==> config.mk <==
export PLATFORM = sky130hd
export DESIGN_NAME = aes_round_ctrl
export DESIGN_NICKNAME = d
export VERILOG_FILES = /design/src/rtl/aes_pkg.sv /design/src/rtl/aes_rkey_sel.sv /design/src/rtl/aes_round_ctrl.sv
export SDC_FILE = /design/constraint.sdc
export NUM_CORES = 1
export LEC_CHECK = 0
export CORE_AREA = 2 2 614 616
export CTS_CLUSTER_SIZE = 14
export DETAILED_ROUTE_END_ITERATION = 8
export DIE_AREA = 0 0 616 618
export GPL_ROUTABILITY_DRIVEN = 1
export GPL_TIMING_DRIVEN = 1
export PLACE_DENSITY = 0.3
export SYNTH_ARGS = -nofsm -noshare
export SYNTH_HDL_FRONTEND = slang
export SYNTH_SLANG_ARGS = --single-unit
export TNS_END_PERCENT = 5
==> constraint.sdc <==
create_clock -name i_Clk -period 2.4 [get_ports i_Clk]
set_input_delay 0.24 -clock i_Clk [delete_from_list [all_inputs] [get_ports i_Clk]]
set_output_delay 0.24 -clock i_Clk [all_outputs]
set_load 0.03 [all_outputs]
==> src/rtl/aes_pkg.sv <==
// Shared constants and FSM encoding for the AES round controller.
package aes_pkg;

  localparam int NUM_ROUNDS = 10;
  localparam int KEY_W      = 128;
  localparam int BANK_W     = KEY_W * (NUM_ROUNDS + 1);
  localparam int RND_W      = 4;

  typedef enum logic [2:0] {
    ST_IDLE   = 3'd0,
    ST_KSTART = 3'd1,
    ST_KWAIT  = 3'd2,
    ST_ROUND  = 3'd3,
    ST_OUT    = 3'd4
  } state_t;

endpackage

==> src/rtl/aes_rkey_sel.sv <==
// Selects the 128-bit round key for a round index out of the expanded key bank.
module aes_rkey_sel
  import aes_pkg::*;
(
  input  logic [BANK_W-1:0] i_KeyBank,
  input  logic [RND_W-1:0]  i_RndIdx,
  output logic [KEY_W-1:0]  o_RoundKey
);

  // Round 0 sits in the most significant slice; out-of-range indices give zero.
  always_comb begin
    o_RoundKey = '0;
    for (int r = 0; r <= NUM_ROUNDS; r++) begin
      if (i_RndIdx == RND_W'(r)) begin
        o_RoundKey = i_KeyBank[BANK_W-1-KEY_W*r -: KEY_W];
      end
    end
  end

endmodule

==> src/rtl/aes_round_ctrl.sv <==
// Sequences key expansion and the eleven AES rounds for one block request,
// caching the expanded key between requests that do not carry a new key.
module aes_round_ctrl
  import aes_pkg::*;
#(
  parameter int KE_TIMEOUT = 255
) (
  input  logic              i_Clk,
  input  logic              i_Rst,
  input  logic              i_Valid,
  output logic              o_Ready,
  input  logic              i_fNewKey,
  output logic              o_KeyStart,
  output logic              o_KeyIsFirst,
  input  logic              i_KeyDone,
  input  logic [BANK_W-1:0] i_KeyBank,
  output logic              o_RndEn,
  output logic [RND_W-1:0]  o_RndIdx,
  output logic              o_fInit,
  output logic              o_fFinal,
  output logic [KEY_W-1:0]  o_RoundKey,
  output logic              o_OutValid,
  input  logic              i_OutReady,
  output logic              o_fErr,
  output state_t            o_State
);

  // Handshakes: a request transfers on a cycle with i_Valid && o_Ready; a result
  // transfers on a cycle with o_OutValid && i_OutReady. Neither ready depends on valid.

  localparam logic [15:0] TMO_LAST = 16'(KE_TIMEOUT);
  localparam logic [RND_W-1:0] RND_LAST = RND_W'(NUM_ROUNDS);

  state_t           state, stateNxt;
  logic [RND_W-1:0] rndCnt, rndNxt;
  logic [15:0]      tmoCnt, tmoNxt;
  logic             cacheVld, cacheNxt;
  logic             errQ, errNxt;
  logic [KEY_W-1:0] selKey;

  always_ff @(posedge i_Clk or negedge i_Rst) begin
    if (!i_Rst) begin
      state    <= ST_IDLE;
      rndCnt   <= '0;
      tmoCnt   <= '0;
      cacheVld <= 1'b0;
      errQ     <= 1'b0;
    end else begin
      state    <= stateNxt;
      rndCnt   <= rndNxt;
      tmoCnt   <= tmoNxt;
      cacheVld <= cacheNxt;
      errQ     <= errNxt;
    end
  end

  always_comb begin
    stateNxt = state;
    rndNxt   = rndCnt;
    tmoNxt   = tmoCnt;
    cacheNxt = cacheVld;
    errNxt   = 1'b0;
    case (state)
      ST_IDLE: begin
        if (i_Valid) begin
          if (i_fNewKey || !cacheVld) begin
            stateNxt = ST_KSTART;
          end else begin
            stateNxt = ST_ROUND;
            rndNxt   = '0;
          end
        end
      end
      ST_KSTART: begin
        tmoNxt   = '0;
        stateNxt = ST_KWAIT;
      end
      ST_KWAIT: begin
        if (i_KeyDone) begin
          cacheNxt = 1'b1;
          rndNxt   = '0;
          stateNxt = ST_ROUND;
        end else if (tmoCnt + 16'd1 == TMO_LAST) begin
          // Registered pulse lands KE_TIMEOUT+1 cycles after the start pulse.
          errNxt   = 1'b1;
          cacheNxt = 1'b0;
          stateNxt = ST_IDLE;
        end else begin
          tmoNxt = tmoCnt + 16'd1;
        end
      end
      ST_ROUND: begin
        if (rndCnt == RND_LAST) begin
          stateNxt = ST_OUT;
        end else begin
          rndNxt = rndCnt + 1'b1;
        end
      end
      ST_OUT: begin
        if (i_OutReady) begin
          stateNxt = ST_IDLE;
        end
      end
      default: stateNxt = ST_IDLE;
    endcase
    // A corrupted round counter recovers to IDLE from any state.
    if (rndCnt > RND_LAST) begin
      stateNxt = ST_IDLE;
      rndNxt   = '0;
    end
  end

  aes_rkey_sel u_rkey_sel (
    .i_KeyBank  (i_KeyBank),
    .i_RndIdx   (rndCnt),
    .o_RoundKey (selKey)
  );

  assign o_Ready      = (state == ST_IDLE);
  assign o_KeyStart   = (state == ST_KSTART);
  assign o_KeyIsFirst = o_KeyStart;
  assign o_RndEn      = (state == ST_ROUND);
  assign o_RndIdx     = rndCnt;
  assign o_fInit      = o_RndEn && (rndCnt == '0);
  assign o_fFinal     = o_RndEn && (rndCnt == RND_LAST);
  assign o_RoundKey   = o_RndEn ? selKey : '0;
  assign o_OutValid   = (state == ST_OUT);
  assign o_fErr       = errQ;
  assign o_State      = state;

endmodule
# Word-level counts from Yosys, hierarchy flattened
# Cells that the tools add are included.
[word_totals]
register_bits = 25
input_bits = 1414
out_inout_bits = 143
word_cells = 79
[op_classes]
n_addsub = 2
order_cmp = 1
n_eq_ne = 24
muxes = 34
n_reduce_logical = 13
[op_table]
columns = ["operator", "n"]
rows = [
  ["128-bit two-way mux", 12],
  ["16-bit two-way mux", 2],
  ["16-bit case mux with 2 select lines", 1],
  ["4-bit two-way mux", 5],
  ["3-bit two-way mux", 6],
  ["16-bit by 1-bit adder with 16-bit output (second input constant)", 1],
  ["16-bit by 8-bit == test with 1-bit output (second input constant)", 1],
  ["4-bit by 3-bit == test with 1-bit output (second input constant)", 4],
  ["3-bit case mux with 5 select lines", 1],
  ["4-bit == test (second input constant)", 3],
  ["4-bit case mux with 3 select lines", 1],
  ["3-bit by 2-bit != test with 1-bit output (second input constant)", 3],
  ["4-bit by 2-bit == test with 1-bit output (second input constant)", 2],
  ["3-bit by 2-bit == test with 1-bit output (second input constant)", 2],
  ["3-bit by 1-bit != test with 1-bit output (second input constant)", 2],
  ["1-bit two-way mux", 5],
  ["5-bit AND reduction", 1],
  ["4-bit by 1-bit adder with 4-bit output (second input constant)", 1],
  ["4-bit by 1-bit == test with 1-bit output (second input constant)", 1],
  ["4-bit > comparator (second input constant)", 1],
  ["4-bit zero test", 1],
  ["2-bit != test (second input constant)", 2],
  ["4-bit != test (second input constant)", 1],
  ["4-bit AND reduction", 1],
  ["other kinds (12)", 14],
]

# Longest topological paths before layout
# Gate-level depths: netlist of run 1.
[depth]
depth_word = 13
depth_mapped = 11
mapped_depth_nobuf = 9

# Cells and area by module
# Synthesis of run 1 repeated with hierarchy kept, for this count alone.
[unflattened]
hier_cells = 2291
area_unflattened_um2 = 15852.7
[by_module_without_submodules]
columns = ["module", "n_inst", "cells_per_inst", "area_each_um2", "seq_area_each_um2"]
rows = [
  ["aes_rkey_sel", 1, 1932, 13206.4, 0.0],
  ["aes_round_ctrl", 1, 359, 2646.3, 625.6],
]

# Worst setup path after synthesis of run 1
# No wires, ideal clock.
[synth_path]
path_kind = "reg-to-output"
start = "register rndCnt[1] (netlist: o_RndIdx[1])"
end = "output port o_RoundKey[100]"
arrival_time_ns = 2.933
t_required_ns = 2.160
slack_ns = -0.773
path_stages_with_launch = 10
path_buffers = 2
cell_sequence = "dfrtp_1 > inv_1 > ha_1 > nor4b_1 > clkbuf_1 > clkbuf_1 > a221oi_1 > nor3_1 > a221oi_1 > o32ai_1"
[synth_between]
elab_chain_cells = 13
word_cells_on_any_way = 23
cone_classes = "eq/ne: 10; mux: 12; reduce/logical: 1"
[synth_rtl]
columns = ["item", "line_no", "source"]
rows = [
  ["start, declared", "aes_round_ctrl.sv:35", "logic [RND_W-1:0] rndCnt, rndNxt;"],
  ["start signal, assigned", "aes_round_ctrl.sv:50", "rndCnt <= rndNxt;"],
  ["4-bit zero test", "aes_rkey_sel.sv:14", "if (i_RndIdx == RND_W'(r)) begin"],
  ["128-bit two-way mux (10 in a row)", "aes_rkey_sel.sv:14", ""],
  ["128-bit two-way mux (*)", "aes_rkey_sel.sv:14", ""],
  ["128-bit two-way mux (*)", "aes_round_ctrl.sv:126", "assign o_RoundKey = o_RndEn ? selKey : '0;"],
  ["end, declared", "aes_round_ctrl.sv:21", "output logic [KEY_W-1:0] o_RoundKey,"],
]
# Every way passes the cells marked *; elsewhere a longest branch is shown, timed or not.

# Final worst setup path of run 1
[layout_path]
start = "register rndCnt[0] (netlist: o_RndIdx[0])"
end = "output port o_RoundKey[83]"
# The elaborated chain is that of the path after synthesis.

==> flow_summary.ini, run 1 <==
[status]
failed_checks = setup timing
result_of_the_run = complete, but fails checks

[final_layout]
drive_gt1_share_pct = 34.4
finish.utilization_pct = 12.1
finish.net_count = 5383
final_cells = 9029
finalInstanceArea_um2 = 45400
area_growth_from_synthesis_to_layout_pct = 279
nFillCells = 42900

[global_routing]
grt_use_total_pct = 16.0
grt_max_degree = 75
initial_antenna_violation_count = 281
grt_pass1_vias = 28500
global_route.overflow_total = 0
first_pass_grt_wire_length_um = 382000

[cts]
clock_tree.htree_level_count = 1
ctsRootBufferMaster = sky130_fd_sc_hd__clkbuf_16
clock_insertion_delay_worst_skew_ns = 0.28
cts_sinks = 25
tritoncts = yes
hold_buffers = 0
worst_setup_hold_path_clk_slew_ns = 0.08
numCtsBuffers = 3
cts-root-to-sink-buffers = 2

[timing]
fmax_ghz = 0.287
finalSetupTns_ns = -108.95
hold_ws_ns = 0.370
post-route-worst-setup-slack_ns = -1.08
rsz0062_at_grt = true
slew-limit-headroom_pct = 34.5
layout_worst_path_cycle_share_pct = 145
period_needed_ns = 3.48
finalSetupViolations = 132
fin_skew_ns = 0.0161
slew_violations = 0
tightest_slew_ns = 0.957
hold_violations = 0

[job]
cap_violations = 0

[route]
routed-via-count = 28200
route.detailed.wl_per_inst_um = 35.4
vias_per_cell = 3.12
drtAntennaViolNets = 0
dr.first_iter.drc_count = 2115
drt-pass1-iter-count = 6
totalWireLength_um = 320000
drc = 0

[placement]
post-place-cells = 8874
placed_area_um2 = 40800
detailedPlacementHpwl_um = 291000
number_of_port_buffers = 1556
routabilityCongestion = 1.01

[pwr]
switching_fraction_pct = 52.5
share_clk_of_total_power_pct = 1.5
p_seq_share_pct = 1.9
power.leakage_nw = 14.9
cellPowerDensity_nw_per_um2 = 612
max-vdd-ir-drop_mv = 0.666
p_int_mw = 13.2
p_comb_share_pct = 96.6
p_switching_mw = 14.6

[synth]
yosys_most_used_dff = sky130_fd_sc_hd__dfrtp_1
synthMostInstantiatedCell = sky130_fd_sc_hd__nor2_1
synth.area.top_cells = sky130_fd_sc_hd__a221oi_1, sky130_fd_sc_hd__a22oi_1, sky130_fd_sc_hd__nor2_1
syn-instance-count = 1887
synth.avg_cell_area_um2 = 6.34
synth.top_cell.area_share_pct = 27.2
synth_commonest_cells = sky130_fd_sc_hd__nor2_1, sky130_fd_sc_hd__a221oi_1, sky130_fd_sc_hd__a22oi_1, sky130_fd_sc_hd__clkbuf_1, sky130_fd_sc_hd__nor3_1
share_of_synthesized_flip_flops_with_an_asynchronous_set_or_reset_pct = 100
syn-cell-area_um2 = 12000
synth_enable_flop_cells = 0
synthesis.yosys.warnings = 0
synth.yosys.seq_area_share_pct = 5.23
net_count_after_synthesis = 3307
synthDominantAreaCellType = sky130_fd_sc_hd__a221oi_1
synth.ff_latch_count = 25
post_synth_num_cell_types = 60

[setup_path]
timing.critical_path.arrival_ns = 3.24
worstPathMaxFanout = 4
sort_of_element_at_the_start_of_the_critical_path = flip-flop
criticalPathCategory = flip-flop to output pin
setup.worst_path.end_class = output pin
worst-r2r-setup-slack_ns = -0.08
crit_required_ns = 2.16

[die]
initial_utilization_pct = 3.20
die_width_um = 616
area_enclosed_by_the_die_boundary_um2 = 381000
ios = 1557
core_area_um2 = 374000
die_h_um = 618
fp-row-count = 225

[worst_hold_path]
min-delay-path-class = primary input to asynchronous set/reset pin
state kept, by name (all words and copies together) (netlist names):
signal and flops:
cacheVld 1, o_RndIdx 4, o_State 3, o_fErr 1, tmoCnt 16
layout make-up:
class | count | area (um^2) | share of cell area, %
tap | 4994 | 6250 | 13.8
clock buffer | 4 | 78.8 | 0.174
antenna | 73 | 183 | 0.403
inverter | 12 | 50.0 | 0.110
timing repair buffer | 2335 | 24500 | 54.0
sequential | 25 | 632 | 1.39
multi-input combinational | 1586 | 13700 | 30.2
layer usage:
layer  global-route usage, %  vias to the layer above  part of all wire [%]
li1                        -                    12200                     -
met1                    18.2                    13800                    39
met2                    29.0                     1552                    50
met3                    4.55                      558                   7.6
met4                    3.92                      112                   3.6
met5                       0                        -                  0.24
what timing repair did:
item	4_1_cts	5_1_grt
endpoints found under the setup margin	148	149
gates resized for setup	378	260
buffers inserted	53	24
cloned	5	2
pin swaps	51	54
hold endpoints to repair	0	0
path summary, 6_finish.rpt:
path                                              start                      to  cells after the start
worst max-delay path            o_RndIdx[0]$_DFFE_PN0P_          o_RoundKey[83]                     13
worst max register to register    tmoCnt[1]$_DFFE_PN0P_  o_State[1]$_DFFE_PN0P_                      9
worst min-delay path                              i_Rst        o_fErr$_DFF_PN0_                      2
max in group asynchronous                         i_Rst  o_State[2]$_DFFE_PN0P_                      2
min in group i_Clk               tmoCnt[15]$_DFFE_PN0P_  tmoCnt[15]$_DFFE_PN0P_                      1
worst min register to register   tmoCnt[15]$_DFFE_PN0P_  tmoCnt[15]$_DFFE_PN0P_                      1
cell usage in the layout, fill, tap and decap left out, types with 7 or more instances in the layout:
cell type	n
sky130_fd_sc_hd__clkdlybuf4s50_1	1422
sky130_fd_sc_hd__buf_4	599
sky130_fd_sc_hd__nor2_1	377
sky130_fd_sc_hd__a221oi_1	224
sky130_fd_sc_hd__buf_12	211
sky130_fd_sc_hd__a22oi_1	180
sky130_fd_sc_hd__a221oi_2	109
sky130_fd_sc_hd__nor3_1	87
sky130_fd_sc_hd__o21ai_0	76
sky130_fd_sc_hd__diode_2	73
sky130_fd_sc_hd__a22oi_2	70
sky130_fd_sc_hd__buf_6	68
sky130_fd_sc_hd__o32ai_2	64
sky130_fd_sc_hd__o21ai_1	49
sky130_fd_sc_hd__nor3_2	43
sky130_fd_sc_hd__a221oi_4	40
sky130_fd_sc_hd__o32ai_1	38
sky130_fd_sc_hd__o32ai_4	20
sky130_fd_sc_hd__dfrtp_1	20
sky130_fd_sc_hd__nand2_1	19
sky130_fd_sc_hd__nor3_4	15
sky130_fd_sc_hd__buf_8	15
sky130_fd_sc_hd__o21ai_2	13
sky130_fd_sc_hd__clkbuf_16	12
sky130_fd_sc_hd__inv_1	10
sky130_fd_sc_hd__nor2_2	10
sky130_fd_sc_hd__buf_16	9
sky130_fd_sc_hd__a21oi_1	8
sky130_fd_sc_hd__nand3_1	8
sky130_fd_sc_hd__and3_1	8
sky130_fd_sc_hd__a211o_1	8
sky130_fd_sc_hd__nor2_4	7
sky130_fd_sc_hd__a221o_1	7
power by group through the flow:
stage                     registers, mW  logic [mW]  clock network, mW
after floorplan                   0.602        7.18                  0
after global placement            0.521        23.7                  0
after detailed placement          0.523        23.7                  0
after CTS                         0.523        26.1              0.429
after global routing              0.528        28.0              0.442
final                             0.521        26.8              0.415
stage by stage:
| step | worst slack [ns] | total power, mW |
|---|---|---|
| floorplan | -0.524 | 7.78 |
| global placement | -2.04 | 24.2 |
| detailed placement | -1.90 | 24.2 |
| CTS | -1.10 | 27.0 |
| global route | -1.11 | 29.0 |
| finish | -1.08 | 27.7 |
critical path: stages, from the launching register on:
cell                        delay (ns)
sky130_fd_sc_hd__dfrtp_2          0.46
sky130_fd_sc_hd__inv_4            0.09
sky130_fd_sc_hd__ha_4             0.14
sky130_fd_sc_hd__nor3b_4          0.24
sky130_fd_sc_hd__buf_6            0.21
sky130_fd_sc_hd__buf_16           0.15
sky130_fd_sc_hd__buf_6            0.12
sky130_fd_sc_hd__buf_4            0.11
sky130_fd_sc_hd__a221oi_2         0.04
sky130_fd_sc_hd__nor3_4           0.56
sky130_fd_sc_hd__buf_6            0.19
sky130_fd_sc_hd__a221oi_1         0.05
sky130_fd_sc_hd__o32ai_2          0.33
sky130_fd_sc_hd__clkbuf_16        0.23
cell families (layout without fill, tap and decap cells):
logic type,after synthesis,after routing,synth area share (%)
and+or+nand+nor,621,621,22.6
adders and majority gates,6,6,0.627
DFF,25,25,5.23
AOI/OAI and AO/OA,955,955,62.2
other,0,73,0
muxes,4,4,0.345
buffers and inverters,276,2351,8.95
No activity file was read; power rests on OpenSTA's default activity.
==> run 2: changes to the inputs <==
Settings changed: CORE_AREA 2 2 614 616 to 2 2 610 612, DIE_AREA 0 0 616 618 to 0 0 612 614.
Clock period 2.4 ns to 4.16 ns, I/O delays scaled along.
==> flow_summary.ini, run 2 (synthesis gave the netlist of run 1 again) <==
[timing]
fin_skew_ns = 0.0128
slew_violations = 0
post-route-worst-setup-slack_ns = 0.0354
period_needed_ns = 4.12
tightest_slew_ns = 1.22
layout_worst_path_cycle_share_pct = 99.2
rsz0062_at_grt = false
slew-limit-headroom_pct = 18.9
hold_violations = 0
fmax_ghz = 0.242
finalSetupTns_ns = 0
finalSetupViolations = 0

[pwr]
switching_fraction_pct = 57.1
share_clk_of_total_power_pct = 1.8
p_seq_share_pct = 2.7
p_switching_mw = 7.62
report.power.total_mw = 13.3
cellPowerDensity_nw_per_um2 = 353
power.leakage_nw = 11.5
p_comb_share_pct = 95.5
p_int_mw = 5.72
max-vdd-ir-drop_mv = 0.491

[cts]
tritoncts = yes
worst_setup_hold_path_clk_slew_ns = 0.08
numCtsBuffers = 3
clock_tree.htree_level_count = 1
cts-root-to-sink-buffers = 2
ctsRootBufferMaster = sky130_fd_sc_hd__clkbuf_16
clock_insertion_delay_worst_skew_ns = 0.28
cts_sinks = 25
hold_buffers = 0

[final_layout]
mostFrequentLayoutCells = sky130_fd_sc_hd__clkdlybuf4s50_1, sky130_fd_sc_hd__nor2_1, sky130_fd_sc_hd__a221oi_1
area_growth_from_synthesis_to_layout_pct = 216
nFillCells = 43000
layout_commonest_cell = sky130_fd_sc_hd__clkdlybuf4s50_1
drive_gt1_share_pct = 15.7
finish.utilization_pct = 10.2
register_with_the_highest_flop_count = tmoCnt
finish.net_count = 4940
largest_register_ffs = 16
final_cells = 8572

[job]
cap_violations = 0

[die]
ios = 1557
core_area_um2 = 370000
die_h_um = 614
initial_utilization_pct = 3.23
die_width_um = 612
fp-row-count = 224
area_enclosed_by_the_die_boundary_um2 = 376000

[setup_path]
setup.worst_path.end_class = output pin
worstPathMaxFanout = 49
criticalPathCategory = flip-flop to output pin
sort_of_element_at_the_start_of_the_critical_path = flip-flop
crit_required_ns = 3.74
timing.critical_path.arrival_ns = 3.71

[route]
route.detailed.wl_per_inst_um = 38.4
vias_per_cell = 3.15
totalWireLength_um = 330000
drtAntennaViolNets = 0
drc = 0
routed-via-count = 27000
drt-pass1-iter-count = 6
dr.first_iter.drc_count = 2446

[placement]
post-place-cells = 8467
detailedPlacementHpwl_um = 297000
dpl_worst_slack_ns = -0.347
number_of_port_buffers = 1556
routabilityCongestion = 0.927

[global_routing]
grt_pass1_vias = 26700
grt_use_total_pct = 16.6
grt_max_degree = 81
global_route.overflow_total = 0
initial_antenna_violation_count = 294
first_pass_grt_wire_length_um = 386000

[worst_hold_path]
min-delay-path-class = primary input to asynchronous set/reset pin

[status]
result_of_the_run = finished, final reports clean
==> run 2: changes by cell type in the layout (fill, tap and decap cells not counted), sizes merged <==
cell,change
buf,-441
clkbuf,-9
diode,+8
clkdlybuf4s50,+5
and2,+2
bufbuf,-2
dlygate4sd1,+1
inv,+1
==> run 2: worst max-delay path, cell delays in order (launching register included) <==
cell	delay [ns]
sky130_fd_sc_hd__dfrtp_2	0.46
sky130_fd_sc_hd__inv_2	0.10
sky130_fd_sc_hd__ha_4	0.22
sky130_fd_sc_hd__nor4b_4	0.38
sky130_fd_sc_hd__buf_4	0.19
sky130_fd_sc_hd__buf_12	0.19
sky130_fd_sc_hd__a221oi_1	0.24
sky130_fd_sc_hd__nor3_1	0.55
sky130_fd_sc_hd__a221oi_1	0.14
sky130_fd_sc_hd__o32ai_1	0.57
sky130_fd_sc_hd__buf_12	0.20
==> run 2: cell type report <==
cell class                      instances  area (um^2)  area share (%)
Sequential cell                        25          631            1.67
Inverter                               12         45.0           0.119
Clock inverter                          1         8.76          0.0232
Timing Repair Buffer                 1890        19900            52.6
Tap cell                             4972         6220            16.4
Multi-Input combinational cell       1588        10800            28.4
Clock buffer                            3         75.1           0.198
Antenna cell                           81          203           0.536
==> run 2: repair_timing <==
item / CTS / global route
setup buffers: 0 / 17
endpoints found under the setup margin: 57 / 69
pin swaps: 1 / 5
gates cloned: 0 / 3
resized for setup: 43 / 31
==> run 2: final timing paths <==
| check | start | to | slack, ns | depth (start not counted) |
|---|---|---|---|---|
| worst max register to register | tmoCnt[1]$_DFFE_PN0P_ | tmoCnt[0]$_DFFE_PN0P_ | 0.57 | 8 |
| min in group i_Clk | tmoCnt[2]$_DFFE_PN0P_ | tmoCnt[2]$_DFFE_PN0P_ | 0.60 | 1 |
| worst min register to register | tmoCnt[2]$_DFFE_PN0P_ | tmoCnt[2]$_DFFE_PN0P_ | 0.60 | 1 |
| worst min-delay path | i_Rst | tmoCnt[10]$_DFFE_PN0P_ | 0.53 | 2 |
| worst max-delay path | o_RndIdx[1]$_DFFE_PN0P_ | o_RoundKey[15] | 0.04 | 10 |
| max in group asynchronous | i_Rst | o_RndIdx[3]$_DFFE_PN0P_ | 3.31 | 2 |
==> run 2: metal layers <==
layer | share of wire, % | up-vias | routed length, um | GRT usage [%]
met5 | 0.26 | - | 853 | 0
met4 | 3.4 | 130 | 11100 | 4.63
met3 | 8.0 | 547 | 26300 | 5.32
met2 | 51 | 1651 | 167000 | 30.1
met1 | 38 | 13400 | 124000 | 18.4
li1 | - | 11300 | - | -
==> run 2: power groups by stage <==
stage / Sequential, mW / Clock (mW) / Combinational [mW]
6_report: 0.358 / 0.244 / 12.7
4_1_cts: 0.353 / 0.251 / 12.8
5_1_grt: 0.368 / 0.260 / 13.3
2_1_floorplan: 0.344 / 0 / 3.85
3_3_place_gp: 0.355 / 0 / 12.6
3_5_place_dp: 0.357 / 0 / 12.6
==> run 2: stage by stage <==
| step | area [um^2] | hold WS, ns |
|---|---|---|
| floorplan | 12000 | 0.120 |
| global placement | 36900 | 0.570 |
| detailed placement | 36900 | 0.583 |
| CTS | 37300 | 0.549 |
| global route | 37800 | 0.578 |
| finish | 37800 | 0.527 |
==> run 3: changes to the inputs <==
Settings changed: CORE_AREA 2 2 610 612 to 10 10 600 602, CTS_BUF_LIST set to sky130_fd_sc_hd__clkbuf_4, DIE_AREA 0 0 612 614 to 0 0 610 612.
==> flow_summary.ini, run 3 (synthesis gave the netlist of run 1 again) <==
[die]
ios = 1557
fp-row-count = 217
area_enclosed_by_the_die_boundary_um2 = 373000
initial_utilization_pct = 3.44
core_area_um2 = 348000
die_width_um = 610
die_h_um = 612

[route]
route.met2.wl_um = 169000
drtAntennaViolNets = 0
dr.first_iter.drc_count = 2339
route.detailed.wl_per_inst_um = 38.6
totalWireLength_um = 318000
met1_length_um = 119000
topRoutingLayerUsed = met5
drc = 0
drt-pass1-iter-count = 5
vias_per_cell = 3.25
routed-wl-met3_um = 22000
routed-via-count = 26800

[cts]
cts_sinks = 25
tritoncts = yes
cts-root-to-sink-buffers = 2
numCtsBuffers = 3
clock_tree.htree_level_count = 1
ctsRootBufferMaster = sky130_fd_sc_hd__clkbuf_4
clock_insertion_delay_worst_skew_ns = 0.37
worst_setup_hold_path_clk_slew_ns = 0.18

[global_routing]
grt_use_total_pct = 16.0
first_pass_grt_wire_length_um = 380000
grt_max_degree = 93
global_route.overflow_total = 0
grt_pass1_vias = 27200
initial_antenna_violation_count = 246

[setup_path]
worstPathMaxFanout = 18
capture_instance_of_the_worst_register_to_register_path = tmoCnt[0]$_DFFE_PN0P_
ff2ff_path_depth = 9
worst-r2r-setup-slack_ns = 0.73
timing.critical_path.arrival_ns = 3.75
setup.worst_path.end_class = output pin
crit_start = o_RndIdx[1]$_DFFE_PN0P_
crit_required_ns = 3.74
reg2reg_from = tmoCnt[0]$_DFFE_PN0P_
criticalPathCategory = flip-flop to output pin
sort_of_element_at_the_start_of_the_critical_path = flip-flop

[placement]
routabilityCongestion = 0.939
post-place-cells = 8158
detailedPlacementHpwl_um = 289000
number_of_port_buffers = 1556

[pwr]
power.leakage_nw = 11.8
cellPowerDensity_nw_per_um2 = 350
max-vdd-ir-drop_mv = 0.356

[final_layout]
final_cells = 8241
register_with_the_highest_flop_count = tmoCnt
area_growth_from_synthesis_to_layout_pct = 216
layout_commonest_cell = sky130_fd_sc_hd__clkdlybuf4s50_1
drive_gt1_share_pct = 17.7
largest_register_ffs = 16
finish.utilization_pct = 10.9
finish.net_count = 4990
mostFrequentLayoutCells = sky130_fd_sc_hd__clkdlybuf4s50_1, sky130_fd_sc_hd__nor2_1, sky130_fd_sc_hd__buf_4

[status]
result_of_the_run = complete, but fails checks
failed_checks = setup timing

[timing]
rsz0062_at_grt = true
hold_violations = 0
fmax_ghz = 0.240
slew-limit-headroom_pct = 31.8
period_needed_ns = 4.17
slew_violations = 0
finalSetupViolations = 1
layout_worst_path_cycle_share_pct = 100
post-route-worst-setup-slack_ns = -0.00599
tightest_slew_ns = 1.02
fin_skew_ns = 0.00756

[worst_hold_path]
min-delay-path-class = primary input to asynchronous set/reset pin

[job]
cap_violations = 0
run 3: through the flow:
stage | area, um^2 | total power, mW | setup TNS, ns | hold WS, ns | setup WS (ns)
after floorplan | 12000 | 4.19 | 0 | 0.120 | 0.811
after detailed placement | 36900 | 13.2 | -0.442 | 0.583 | -0.238
after global placement | 36900 | 13.3 | -1.51 | 0.562 | -0.401
after CTS | 37400 | 13.6 | -0.308 | 0.418 | -0.0720
after global routing | 37700 | 13.9 | -1.90 | 0.431 | -0.144
final | 37800 | 13.2 | -0.00599 | 0.430 | -0.00599
run 3: worst max-delay path, stage by stage, from the launching register on:
cell,delay [ns]
sky130_fd_sc_hd__dfrtp_1,0.46
sky130_fd_sc_hd__inv_1,0.13
sky130_fd_sc_hd__ha_1,0.22
sky130_fd_sc_hd__nor4b_2,0.26
sky130_fd_sc_hd__buf_4,0.22
sky130_fd_sc_hd__buf_12,0.21
sky130_fd_sc_hd__buf_4,0.21
sky130_fd_sc_hd__a221o_1,0.17
sky130_fd_sc_hd__o21ai_2,0.23
sky130_fd_sc_hd__o21ai_0,0.51
sky130_fd_sc_hd__a221oi_1,0.14
sky130_fd_sc_hd__o22ai_1,0.36
sky130_fd_sc_hd__buf_12,0.18
run 3: worst max-delay path by stage:
stage	end	slack (ns)	cells past startpoint
6_report	o_RoundKey[101]	-0.006	12
3_5_place_dp	o_RoundKey[53]	-0.24	11
5_1_grt	o_RoundKey[101]	-0.14	12
4_1_cts	o_RoundKey[6]	-0.07	10
3_3_place_gp	o_RoundKey[3]	-0.40	11
2_1_floorplan	o_RoundKey[100]	0.81	9
run 3: where the power goes:
part           total [mW]  internal (mW)  switching, mW
registers           0.330          0.273         0.0566
clock network       0.138         0.0370          0.101
logic                12.8           5.38           7.39
run 3: final cells by class:
| type | count | area, um^2 |
|---|---|---|
| timing repair buffer | 1942 | 20200 |
| fill | 40300 | 310000 |
| antenna | 73 | 183 |
| clock inverter | 1 | 7.51 |
| tap | 4599 | 5750 |
| sequential | 25 | 627 |
| inverter | 12 | 45.0 |
| multi-input combinational | 1586 | 10900 |
| clock buffer | 3 | 22.5 |
run 3: timing repair:
item,CTS,global route
buffers inserted,6,0
hold buffers,0,0
gates resized for setup,71,31
pin swaps,2,2
setup endpoints to repair,69,62
run 3: metal layers:
| layer | vias to the layer above | GRT usage, % |
|---|---|---|
| li1 | 11400 | - |
| met1 | 13400 | 17.7 |
| met2 | 1557 | 30.8 |
| met3 | 430 | 4.14 |
| met4 | 86 | 2.65 |
| met5 | - | 0 |
